**src/rtl/bcd_operand_sequencer_pkg.sv**
```systemverilog
// Shared definitions for the BCD operand-entry stage and its adder-side peers.
// Holds the default digit width, the largest accepted digit, the default
// synchronizer depth and the state/phase encoding shown on the status LEDs.
package bcd_operand_sequencer_pkg;

  localparam int DIGIT_W_DEF     = 4;
  localparam int MAX_DIGIT_DEF   = 9;
  localparam int SYNC_STAGES_DEF = 2;

  // The enum values double as the phase output code.
  typedef enum logic [1:0] {
    S_A    = 2'b00,
    S_B    = 2'b01,
    S_LOAD = 2'b10,
    S_SHOW = 2'b11
  } state_t;

endpackage

```
**src/rtl/bcd_operand_sequencer_sync_edge_detect.sv**
```systemverilog
// sync_edge_detect: brings an asynchronous level into the clock domain and
// turns its rising edge into a registered one-cycle pulse.
// Ports:
//   clock  in  rising-edge clock
//   reset  in  asynchronous active-low reset
//   d      in  asynchronous level input
//   pulse  out one-cycle pulse, SYNC_STAGES+1 clocks after d rises
// All synchronizer and history flops reset to RESET_VAL. With RESET_VAL=1 a
// level already high when reset releases looks like "no change", so a held
// button never produces a spurious pulse.
module sync_edge_detect #(
  parameter int   SYNC_STAGES = 2,
  parameter logic RESET_VAL   = 1'b1
) (
  input  logic clock,
  input  logic reset,
  input  logic d,
  output logic pulse
);

  logic [SYNC_STAGES-1:0] sync_q;
  logic                   hist_q;

  always_ff @(posedge clock or negedge reset) begin
    if (!reset) begin
      sync_q <= {SYNC_STAGES{RESET_VAL}};
      hist_q <= RESET_VAL;
      pulse  <= 1'b0;
    end else begin
      sync_q <= {sync_q[SYNC_STAGES-2:0], d};
      hist_q <= sync_q[SYNC_STAGES-1];
      // Registered so the pulse lands exactly SYNC_STAGES+1 clocks after d.
      pulse  <= sync_q[SYNC_STAGES-1] & ~hist_q;
    end
  end

endmodule

```
**src/rtl/bcd_operand_sequencer.sv**
```systemverilog
// bcd_operand_sequencer: operand-entry stage in front of the BCD adder.
// The user keys digit A, then digit B (with carry-in), each confirmed by the
// enter button. Valid digits are held on a/b/c4 and load pulses once so the
// adder's result register captures the sum.
// Ports:
//   clock  in   rising-edge clock
//   reset  in   asynchronous active-low reset
//   enter  in   pushbutton level (asynchronous, pre-debounced)
//   clear  in   synchronous abort back to digit-A entry
//   din    in   digit switches
//   cin    in   carry-in switch, sampled together with digit B
//   a, b   out  operands to the adder
//   c4     out  carry-in to the adder
//   load   out  capture strobe to the adder result register
//   busy   out  high in S_B and S_LOAD
//   err    out  sticky invalid-digit flag
//   phase  out  current state code (status LEDs / debug view of the FSM)
// Handshake: load is a one-way strobe with no ready; the receiver must
// capture a/b/c4 on the single clock in which load is high. a/b/c4 are stable
// throughout that cycle and do not change until the next accepted capture,
// clear or reset.
module bcd_operand_sequencer
  import bcd_operand_sequencer_pkg::*;
#(
  parameter int DIGIT_W     = DIGIT_W_DEF,
  parameter int MAX_DIGIT   = MAX_DIGIT_DEF,
  parameter int SYNC_STAGES = SYNC_STAGES_DEF
) (
  input  logic               clock,
  input  logic               reset,
  input  logic               enter,
  input  logic               clear,
  input  logic [DIGIT_W-1:0] din,
  input  logic               cin,
  output logic [DIGIT_W-1:0] a,
  output logic [DIGIT_W-1:0] b,
  output logic               c4,
  output logic               load,
  output logic               busy,
  output logic               err,
  output logic [1:0]         phase
);

  localparam logic [DIGIT_W-1:0] MAX_D = DIGIT_W'(MAX_DIGIT);

  logic   enter_p;
  state_t state, next_state;
  logic   digit_ok;
  logic   cap_a, cap_b, set_err, clr_err;

  sync_edge_detect #(
    .SYNC_STAGES (SYNC_STAGES),
    .RESET_VAL   (1'b1)
  ) u_sync (
    .clock (clock),
    .reset (reset),
    .d     (enter),
    .pulse (enter_p)
  );

  assign digit_ok = (din <= MAX_D);

  always_ff @(posedge clock or negedge reset) begin
    if (!reset) state <= S_A;
    else        state <= next_state;
  end

  // clear wins over any enter_p in the same cycle; operand clearing for it is
  // done in the register process below.
  always_comb begin
    next_state = state;
    cap_a      = 1'b0;
    cap_b      = 1'b0;
    set_err    = 1'b0;
    clr_err    = 1'b0;
    if (clear) begin
      next_state = S_A;
    end else begin
      case (state)
        S_A: if (enter_p) begin
          if (digit_ok) begin
            cap_a      = 1'b1;
            clr_err    = 1'b1;
            next_state = S_B;
          end else begin
            set_err    = 1'b1;
          end
        end
        S_B: if (enter_p) begin
          if (digit_ok) begin
            cap_b      = 1'b1;
            clr_err    = 1'b1;
            next_state = S_LOAD;
          end else begin
            set_err    = 1'b1;
          end
        end
        S_LOAD: next_state = S_SHOW;
        S_SHOW: if (enter_p) begin
          clr_err    = 1'b1;
          next_state = S_A;
        end
        default: next_state = S_A;
      endcase
    end
  end

  always_ff @(posedge clock or negedge reset) begin
    if (!reset) begin
      a   <= '0;
      b   <= '0;
      c4  <= 1'b0;
      err <= 1'b0;
    end else if (clear) begin
      a   <= '0;
      b   <= '0;
      c4  <= 1'b0;
      err <= 1'b0;
    end else begin
      if (cap_a) a <= din;
      if (cap_b) begin
        b  <= din;
        c4 <= cin;
      end
      if (set_err)      err <= 1'b1;
      else if (clr_err) err <= 1'b0;
    end
  end

  // Decoded from state so load covers exactly the S_LOAD cycle, including
  // one in which clear is also asserted.
  assign load  = (state == S_LOAD);
  assign busy  = (state == S_B) || (state == S_LOAD);
  assign phase = state;

endmodule

```
**config.mk**
```make
export PLATFORM = sky130hd
export DESIGN_NAME = bcd_operand_sequencer
export DESIGN_NICKNAME = d
export VERILOG_FILES = /design/src/rtl/bcd_operand_sequencer_pkg.sv /design/src/rtl/bcd_operand_sequencer_sync_edge_detect.sv /design/src/rtl/bcd_operand_sequencer.sv
export SDC_FILE = /design/constraint.sdc
export NUM_CORES = 1
export LEC_CHECK = 0
export BUFFER_PORTS_ARGS = -buffer_cell sky130_fd_sc_hd__buf_4
export CORE_UTILIZATION = 44
export DETAILED_ROUTE_END_ITERATION = 8
export PLACE_DENSITY = 0.72
export SLEW_MARGIN = 40
export SYNTH_ARGS = -nofsm -noshare
export SYNTH_HDL_FRONTEND = slang
export SYNTH_SLANG_ARGS = --single-unit
```
**constraint.sdc**
```tcl
create_clock -name clock -period 1.3 [get_ports clock]
set_input_delay 0.13 -clock clock [delete_from_list [all_inputs] [get_ports clock]]
set_output_delay 0.13 -clock clock [all_outputs]
set_load 0.005 [all_outputs]
```
==> impl_metrics.py, run 1 <==
metrics = {
    "route": {
        "drt-initial-drc-count": 5,
        "drc": 0,
        "via_per_inst": 4.61,
        "wl_per_cell_um": 12.3,
        "wl_um": 1570,
        "ant_nets": 0,
        "via_count": 586,
        "firstDrtPassIters": 4,
    },
    "grt": {
        "grt_max_degree": 20,
        "grt_pass1_vias": 617,
        "grt_pass1_wl_um": 2620,
        "grt_overflow": 0,
        "antenna_found_initial": 0,
        "grt_usage_pct": 18.6,
    },
    "setup_path": {
        "crit_type": "flip-flop to flip-flop",
        "endpoint_kind": "flip-flop",
        "path_max_fanout": 4,
        "required_ns": 1.49,
        "worstSetupStartpointType": "flip-flop",
        "arrival_ns": 1.56,
    },
    "placed_design": {
        "hpwl_um": 1140,
        "dp_cells": 119,
        "gp_congestion": 0.756,
        "numPortBuffers": 22,
        "placed_cell_area_um2": 1060,
    },
    "cts": {
        "cts_tree": "yes",
        "path_clk_slew_ns": 0.10,
        "clock_path_buffers": 2,
        "clock_latency_ns": 0.29,
        "root_buffer": "clkbuf_4",
        "cts_sinks": 16,
        "cts_buffers": 3,
        "htreeDepth": 1,
    },
    "layout": {
        "layout_common_cells": "29 x buf_4, 18 x nand2b_1, 12 x dfrtp_1",
        "final_nets": 117,
        "drive_above_1_share_pct": 53.4,
        "design_area_um2": 1180,
        "layoutNonFillerInstCount": 127,
        "syn2layout_area_growth_pct": 48.9,
        "final_common_cell": "buf_4",
        "diodes": 0,
    },
    "logic_synthesis": {
        "synth_top_family_by_area": "simple AND/OR/NAND/NOR gates",
        "yosys.area.top_type_share_pct": 41.0,
        "synth_simple_gate_area_share_pct": 21.3,
        "synth_nets": 80,
        "synth_mux_area_share_pct": 14.5,
        "synthCells": 67,
        "synth.avg_cell_area_um2": 11.8,
        "synthTopCellsByArea": "dfrtp_1 41%, nand2b_1 14%, mux2i_1 13%, dfstp_2 9.9%, ha_1 6.3%",
        "synth.distinct_cells": 19,
        "synth_compound_area_share_pct": 3.94,
        "syn-cell-area_um2": 793,
        "synth-adder-area-share_pct": 6.31,
        "yosysWarnings": 0,
        "synth-xor-area-share_pct": 0,
        "yosysTopAreaCell": "dfrtp_1",
        "ys_seq_area_share_pct": 50.9,
        "synth_seq_cells": 16,
    },
    "outcome": {
        "status": "finished with violations",
        "violations": "negative setup slack",
    },
    "timing": {
        "drv_slew": 0,
        "fin_ws_ns": -0.0694,
        "rsz0062_at_grt": "true",
        "setup_viol": 5,
        "slew_headroom_pct": 79.9,
        "fin_hold_ws_ns": 0.104,
        "fin_crit_sh_pct": 105,
        "period_minus_slack_ns": 1.37,
        "max_freq_mhz": 730,
        "hold_viol": 0,
        "skew_ns": 0.00771,
        "worstMarginPinSlew_ns": 0.301,
    },
    "run": {
        "drv_cap": 0,
    },
    "floorplanning": {
        "die_area_um2": 1980,
        "die_width_um": 44.5,
        "die_y_um": 44.5,
        "io_pins": 23,
        "num_rows": 14,
        "initial_core_util_pct": 49.8,
        "coreArea_um2": 1590,
    },
    "power_and_ir_drop": {
        "ir_drop_uv": 1270,
        "powerDensity_nw_per_um2": 1530,
        "p_leak_nw": 0.562,
    },
    "hold_path": {
        "hold_class": "primary input to flip-flop",
    },
}
-- worst max-delay path, stage by stage, from the launching register on --
cell,delay [ns]
dfrtp_2,0.47
inv_2,0.10
ha_4,0.14
nor2_2,0.04
a22oi_2,0.20
mux2_4,0.32
-- metal layers --
layer  vias to the layer above  wire length [um]  GRT usage [%]
met5                         -                 0              0
met4                         0                21           9.09
met3                         2                54           3.67
met2                        16               785           30.0
met1                       276               705           23.9
li1                        292                 -              -
-- report_power, final --
group	total [mW]	switching (mW)	internal, mW	leakage, nW
sequential	0.611	0.0566	0.555	0.208
combinational	0.863	0.330	0.533	0.333
clock	0.338	0.167	0.171	0.0210
total	1.81	0.553	1.26	0.562
-- cells by family (layout without fill, tap and decap cells) --
family          Yosys count  count (layout)
buf+inv                   4              40
fa+ha+maj                 4               4
mux                      11              11
flops                    16              16
compound gates            4               4
simple gates             28              28
-- sequential cells by signal, indices dropped and copies added (netlist names) --
signal and count:
c4 1, b 4, u_sync.hist_q 1, u_sync.sync_q 2
phase 2, a 4, err 1, u_sync.pulse 1
-- cells in the mapped netlist --
cell type	instances
nand2b_1	18
dfrtp_1	13
mux2i_1	10
ha_1	4
dfstp_2	3
nor2_1	3
and3_2	2
inv_1	2
nand3_1	2
a21oi_1	1
a22oi_2	1
buf_2	1
buf_6	1
mux2_4	1
nor2b_1	1
nor3_1	1
o21ai_0	1
o21ai_2	1
or3b_1	1
-- per-stage QoR --
step | worst slack (ns) | utilization, % | TNS, ns | power [mW]
CTS | -0.0616 | 72.0 | -0.148 | 1.75
detailed placement | -0.0475 | 66.6 | -0.0559 | 1.34
global placement | 0.00664 | 66.6 | 0 | 1.32
global route | -0.138 | 74.1 | -0.637 | 1.92
finish | -0.0694 | 74.1 | -0.133 | 1.81
floorplan | -0.0351 | - | -0.0351 | 0.986
-- cell type report --
type	count	area (um^2)
Tap cell	24	30.0
Clock buffer	4	36.3
Fill cell	117	413
Inverter	2	7.51
Multi-Input combinational cell	47	430
Timing Repair Buffer	34	272
Sequential cell	16	405
-- path summary, 6_finish.rpt --
check / from / end / slack, ns / cells past startpoint
max in group asynchronous: reset / u_sync.hist_q$_DFF_PN1_ / 0.82 / 2
worst min-delay path: clear / err$_DFFE_PN0P_ / 0.10 / 2
worst max-delay path: phase[0]$_DFFE_PN0P_ / phase[0]$_DFFE_PN0P_ / -0.07 / 5
min in group asynchronous: reset / err$_DFFE_PN0P_ / 0.23 / 2
worst max register to register: phase[0]$_DFFE_PN0P_ / phase[0]$_DFFE_PN0P_ / -0.07 / 5
worst min register to register: u_sync.sync_q[0]$_DFF_PN1_ / u_sync.sync_q[1]$_DFF_PN1_ / 0.36 / 0
-- what timing repair did --
| item | 4_1_cts | 5_1_grt |
|---|---|---|
| buffers inserted | 0 | 2 |
| resized for setup | 7 | 4 |
| pin swaps | 4 | 3 |
| setup endpoints to repair | 7 | 12 |
| hold buffers | 2 | 0 |
| hold endpoints to repair | 17 | 0 |
(Power assumes the default switching activity.)
==> run 2, diff against run 1 <==
- GPL_TIMING_DRIVEN: not set -> 0
- SETUP_SLACK_MARGIN: not set -> 0.2
==> run 2 against run 1 <==
Compared with the run above:
- the run still ends with negative setup slack left
- flip-flop and latch count unchanged
- combinational power up 9.6%
- total power up 4.3%
- largest power group unchanged
- highest routed layer unchanged
==> impl_metrics.py, run 2 (synthesized netlist as in run 1, its figures left out) <==
metrics = {
    "grt": {
        "grt_overflow": 0,
        "grt_usage_pct": 20.2,
        "grt_pass1_vias": 643,
        "antenna_found_initial": 0,
        "grt_pass1_wl_um": 2770,
        "grt_max_degree": 17,
    },
    "timing": {
        "period_minus_slack_ns": 1.43,
        "setup_viol": 9,
        "drv_slew": 0,
        "fin_ws_ns": -0.129,
        "rsz0062_at_grt": "true",
        "fin_hold_ws_ns": 0.103,
        "hold_viol": 0,
        "skew_ns": 0.00504,
        "slew_headroom_pct": 76.1,
        "fin_crit_sh_pct": 110,
        "worstMarginPinSlew_ns": 0.359,
        "max_freq_mhz": 700,
    },
    "cts": {
        "clock_latency_ns": 0.28,
        "root_buffer": "clkbuf_4",
        "path_clk_slew_ns": 0.09,
        "cts_tree": "yes",
        "cts_buffers": 3,
        "cts_sinks": 16,
        "clock_path_buffers": 2,
        "htreeDepth": 1,
    },
    "power_and_ir_drop": {
        "swShare_pct": 31.2,
        "power_frac_clock_pct": 17.1,
        "combPwrFrac_pct": 50.0,
        "switching_power_mw": 0.590,
        "p_int_mw": 1.30,
        "seqPwrFrac_pct": 32.9,
        "p_total_mw": 1.89,
        "p_leak_nw": 0.574,
        "powerDensity_nw_per_um2": 1580,
        "ir_drop_uv": 1440,
    },
    "route": {
        "via_per_inst": 4.73,
        "via_count": 605,
        "firstDrtPassIters": 4,
        "ant_nets": 0,
        "wl_per_cell_um": 13.5,
        "wl_um": 1730,
        "drt-initial-drc-count": 2,
        "drc": 0,
    },
    "placed_design": {
        "placed_cell_area_um2": 1020,
        "numPortBuffers": 22,
        "hpwl_um": 1180,
        "gp_congestion": 0.713,
        "dp_cells": 113,
    },
    "setup_path": {
        "arrival_ns": 1.60,
        "worstSetupStartpointType": "flip-flop",
        "path_cells": "inv_2 > ha_4 > nor2_2 > a22oi_2 > mux2_4",
        "endpoint_kind": "flip-flop",
        "max_stage_delay_ns": 0.44,
        "path_max_fanout": 4,
        "cp_num_buf_inv": 1,
        "critical-path-top-delay-family": "flip-flops",
        "required_ns": 1.48,
        "slowest_stage": "dfrtp_1",
        "crit_type": "flip-flop to flip-flop",
    },
    "run": {
        "drv_cap": 0,
    },
    "layout": {
        "fin_util_pct": 75.2,
        "top_regs": "a (4), b (4)",
        "layoutNonFillerInstCount": 128,
        "drive_above_1_share_pct": 53.8,
        "diodes": 0,
        "fillCellCount": 117,
        "design_area_um2": 1200,
        "layout_common_cells": "26 x buf_4, 18 x nand2b_1, 12 x dfrtp_1",
        "final_common_cell": "buf_4",
        "final_nets": 118,
        "syn2layout_area_growth_pct": 51.1,
    },
    "floorplanning": {
        "io_pins": 23,
        "num_rows": 14,
        "die_width_um": 44.5,
        "die_y_um": 44.5,
        "initial_core_util_pct": 49.8,
        "die_area_um2": 1980,
        "coreArea_um2": 1590,
    },
    "outcome": {
        "status": "finished with violations",
        "violations": "negative setup slack",
    },
    "hold_path": {
        "hold_class": "primary input to flip-flop",
    },
}
==> run 2: cell type report <==
cell class	count	area, um^2	area share, %
tap	24	30.0	2.51
clock buffer	4	36.3	3.03
timing repair buffer	33	272	22.7
inverter	2	10.0	0.835
multi-input combinational	47	429	35.8
buffer	2	16.3	1.36
sequential	16	405	33.8
==> run 2: worst paths after layout <==
| kind | slack, ns | end | from | cells after the start |
|---|---|---|---|---|
| min in group asynchronous | 0.24 | c4$_DFFE_PN0P_ | reset | 2 |
| max | -0.13 | phase[0]$_DFFE_PN0P_ | phase[1]$_DFFE_PN0P_ | 5 |
| min reg2reg | 0.36 | u_sync.sync_q[1]$_DFF_PN1_ | u_sync.sync_q[0]$_DFF_PN1_ | 0 |
| max reg2reg | -0.13 | phase[0]$_DFFE_PN0P_ | phase[1]$_DFFE_PN0P_ | 5 |
| min | 0.10 | c4$_DFFE_PN0P_ | cin | 3 |
| max in group asynchronous | 0.80 | u_sync.sync_q[0]$_DFF_PN1_ | reset | 2 |
==> run 2: metrics by stage <==
step / TNS [ns] / worst slack (ns)
after floorplan: -0.0351 / -0.0351
after global placement: -0.107 / -0.107
after detailed placement: -0.182 / -0.141
after CTS: -0.150 / -0.0876
after global routing: -0.928 / -0.169
final: -0.495 / -0.129
==> run 2: what timing repair did <==
item	in CTS	in global routing
resized for setup	8	6
buffers inserted	5	4
endpoints found under the hold margin	17	0
endpoints found under the setup margin	14	16
hold buffers	2	0
pin swaps	2	4
==> run 2: worst register-to-register path, delay by kind of cell (launching register included) <==
family,cells,cell delay (ns)
adder cells (fa/ha/maj),1,0.15
buffers and inverters,1,0.12
multiplexers,1,0.33
flip-flops,1,0.44
AND/OR/NAND/NOR,1,0.05
AO/OA/AOI/OAI,1,0.23
==> run 2: power groups by stage <==
stage | clock [mW] | sequential, mW | combinational [mW]
after global routing | 0.357 | 0.622 | 1.01
after global placement | 0 | 0.624 | 0.572
after detailed placement | 0 | 0.628 | 0.596
after CTS | 0.338 | 0.614 | 0.790
after floorplan | 0 | 0.622 | 0.368
final | 0.323 | 0.621 | 0.946
==> run 2: metal layers <==
metal | vias up | global-route usage [%] | share of wire, % | wire length [um]
li1 | 295 | - | - | -
met1 | 294 | 22.3 | 42 | 722
met2 | 14 | 37.4 | 54 | 944
met3 | 2 | 3.67 | 2.9 | 51
met4 | 0 | 9.09 | 0.98 | 17
met5 | - | 0 | 0 | 0
==> run 3, diff against run 2 <==
- CELL_PAD_IN_SITES_DETAIL_PLACEMENT: not set -> 1
- CELL_PAD_IN_SITES_GLOBAL_PLACEMENT: not set -> 1
- CORE_UTILIZATION: 44 -> 34
- PLACE_DENSITY: 0.72 -> not set
- PLACE_DENSITY_LB_ADDON: not set -> 0.1
==> run 3 against run 2 <==
Compared with the run above:
- the flow still finishes with violations (negative setup slack)
- highest routed layer is now met3
- count of clock-buffer cells in the layout unchanged
- sequential power about the same
- maximum frequency increased by 5.0%
- utilization decreased by 19 points
- wire length increased by 3.9%
- via count increased by 1.8%
==> impl_metrics.py, run 3 (synthesized netlist as in run 1, its figures left out) <==
metrics = {
    "outcome": {
        "violations": "negative setup slack",
        "status": "finished with violations",
    },
    "setup_path": {
        "crit_type": "flip-flop to flip-flop",
        "arrival_ns": 1.55,
        "path_max_fanout": 4,
        "required_ns": 1.49,
        "endpoint_kind": "flip-flop",
        "worstSetupStartpointType": "flip-flop",
    },
    "power_and_ir_drop": {
        "swShare_pct": 31.7,
        "powerDensity_nw_per_um2": 1580,
        "switching_power_mw": 0.618,
        "p_leak_nw": 0.578,
        "combPwrFrac_pct": 50.0,
        "p_total_mw": 1.95,
        "seqPwrFrac_pct": 31.8,
        "p_int_mw": 1.33,
        "ir_drop_uv": 1070,
        "power_frac_clock_pct": 18.2,
    },
    "timing": {
        "drv_slew": 0,
        "period_minus_slack_ns": 1.36,
        "max_freq_mhz": 735,
        "hold_viol": 0,
        "skew_ns": 0.00201,
        "rsz0062_at_grt": "true",
        "slew_headroom_pct": 76.3,
        "fin_ws_ns": -0.0600,
        "worstMarginPinSlew_ns": 0.355,
        "fin_crit_sh_pct": 105,
        "setup_viol": 2,
    },
    "route": {
        "ant_nets": 0,
        "wl_per_cell_um": 13.5,
        "via_per_inst": 4.63,
        "firstDrtPassIters": 4,
        "via_count": 616,
        "wl_um": 1800,
        "drt-initial-drc-count": 2,
        "drc": 0,
    },
    "placed_design": {
        "hpwl_um": 1220,
        "numPortBuffers": 22,
        "placed_cell_area_um2": 1030,
        "dp_cells": 117,
        "gp_congestion": 0.656,
    },
    "floorplanning": {
        "die_y_um": 50.3,
        "num_rows": 17,
        "die_width_um": 50.3,
        "coreArea_um2": 2210,
        "die_area_um2": 2530,
        "initial_core_util_pct": 35.9,
        "io_pins": 23,
    },
    "grt": {
        "grt_pass1_vias": 646,
        "met1_usage_pct": 21.0,
        "use_met3_pct": 3.64,
        "antenna_found_initial": 0,
        "gr-max-usage-layer": "met2",
        "grt_pass1_wl_um": 2970,
        "met2_usage_pct": 26.7,
        "grt_overflow": 0,
        "grt_max_degree": 17,
        "grt_usage_pct": 16.2,
    },
    "layout": {
        "drive_above_1_share_pct": 54.3,
        "layoutNonFillerInstCount": 133,
        "fillCellCount": 239,
        "syn2layout_area_growth_pct": 55.5,
        "layout_common_cells": "24 x buf_4, 18 x nand2b_1, 10 x mux2i_1, 10 x dfrtp_1, 9 x buf_6",
        "multi_input_comb_area_um2": 435,
        "design_area_um2": 1230,
        "ff_latch_area_um2": 408,
        "final_nets": 119,
        "diodes": 0,
        "top_regs": "a (4), b (4)",
        "final_common_cell": "buf_4",
    },
    "cts": {
        "root_buffer": "clkbuf_4",
        "clock_latency_ns": 0.29,
        "path_clk_slew_ns": 0.11,
        "cts_buffers": 3,
        "clock_path_buffers": 2,
        "cts_sinks": 16,
        "cts_tree": "yes",
        "htreeDepth": 1,
    },
    "run": {
        "drv_cap": 0,
    },
    "hold_path": {
        "hold_class": "primary input to flip-flop",
    },
}
==> run 3: cell count changes in the layout (fill, tap and decap cells not counted), moves of 2 or more <==
cell,before,now
buf_4,26,24
buf_6,6,9
dfrtp_1,12,10
dfrtp_2,1,3
==> run 3: routing by layer <==
layer / up-vias / part of all wire [%]
li1: 299 / -
met1: 304 / 44
met2: 13 / 53
met3: 0 / 3.1
met4: 0 / 0
met5: - / 0
==> run 3: final timing paths <==
path                       slack, ns                  startpoint                          to  cells past startpoint
setup / recovery               -0.06        phase[0]$_DFFE_PN0P_        phase[0]$_DFFE_PN0P_                      5
hold / removal                  0.10                         cin              c4$_DFFE_PN0P_                      3
setup reg to reg               -0.06        phase[0]$_DFFE_PN0P_        phase[0]$_DFFE_PN0P_                      5
hold reg to reg                 0.37  u_sync.sync_q[0]$_DFF_PN1_  u_sync.sync_q[1]$_DFF_PN1_                      0
max in group asynchronous       0.83                       reset  u_sync.sync_q[1]$_DFF_PN1_                      2
min in group asynchronous       0.22                       reset             err$_DFFE_PN0P_                      2
==> run 3: cell type report <==
type,instances,share of cell area (%)
multi-input cells,47,35.3
well taps,28,2.84
inverters,2,1.01
flip-flops and latches,16,33.1
repair buffers,34,23.5
clock buffers,4,2.94
plain buffers,2,1.32
==> run 3: through the flow <==
step	setup WS, ns	util [%]	setup TNS [ns]	hold WS [ns]
2_1_floorplan	-0.0351	-	-0.0351	-0.166
3_3_place_gp	-0.123	46.4	-0.129	0.00655
3_5_place_dp	-0.129	46.4	-0.154	0.00773
4_1_cts	-0.0445	52.7	-0.103	0.106
5_1_grt	-0.118	55.8	-0.520	0.104
6_report	-0.0600	55.8	-0.0937	0.105
==> run 3: timing repair <==
item | in CTS | in global routing
buffers inserted | 6 | 4
hold buffers | 2 | 0
endpoints found under the hold margin | 17 | 0
pin swaps | 2 | 0
setup endpoints to repair | 14 | 16
resized for setup | 9 | 10
==> run 3: worst max-delay path, cell delays in order, from the launching register on <==
cell	delay [ns]
dfrtp_2	0.44
buf_6	0.12
ha_4	0.15
nor2_4	0.04
a22oi_2	0.18
mux2_4	0.32
==> run 3: power groups by stage <==
stage          clock network [mW]  logic (mW)  registers [mW]
6_report                    0.355       0.976           0.621
5_1_grt                     0.390        1.06           0.631
4_1_cts                     0.358       0.826           0.613
3_5_place_dp                    0       0.589           0.630
3_3_place_gp                    0       0.581           0.625
2_1_floorplan                   0       0.368           0.622
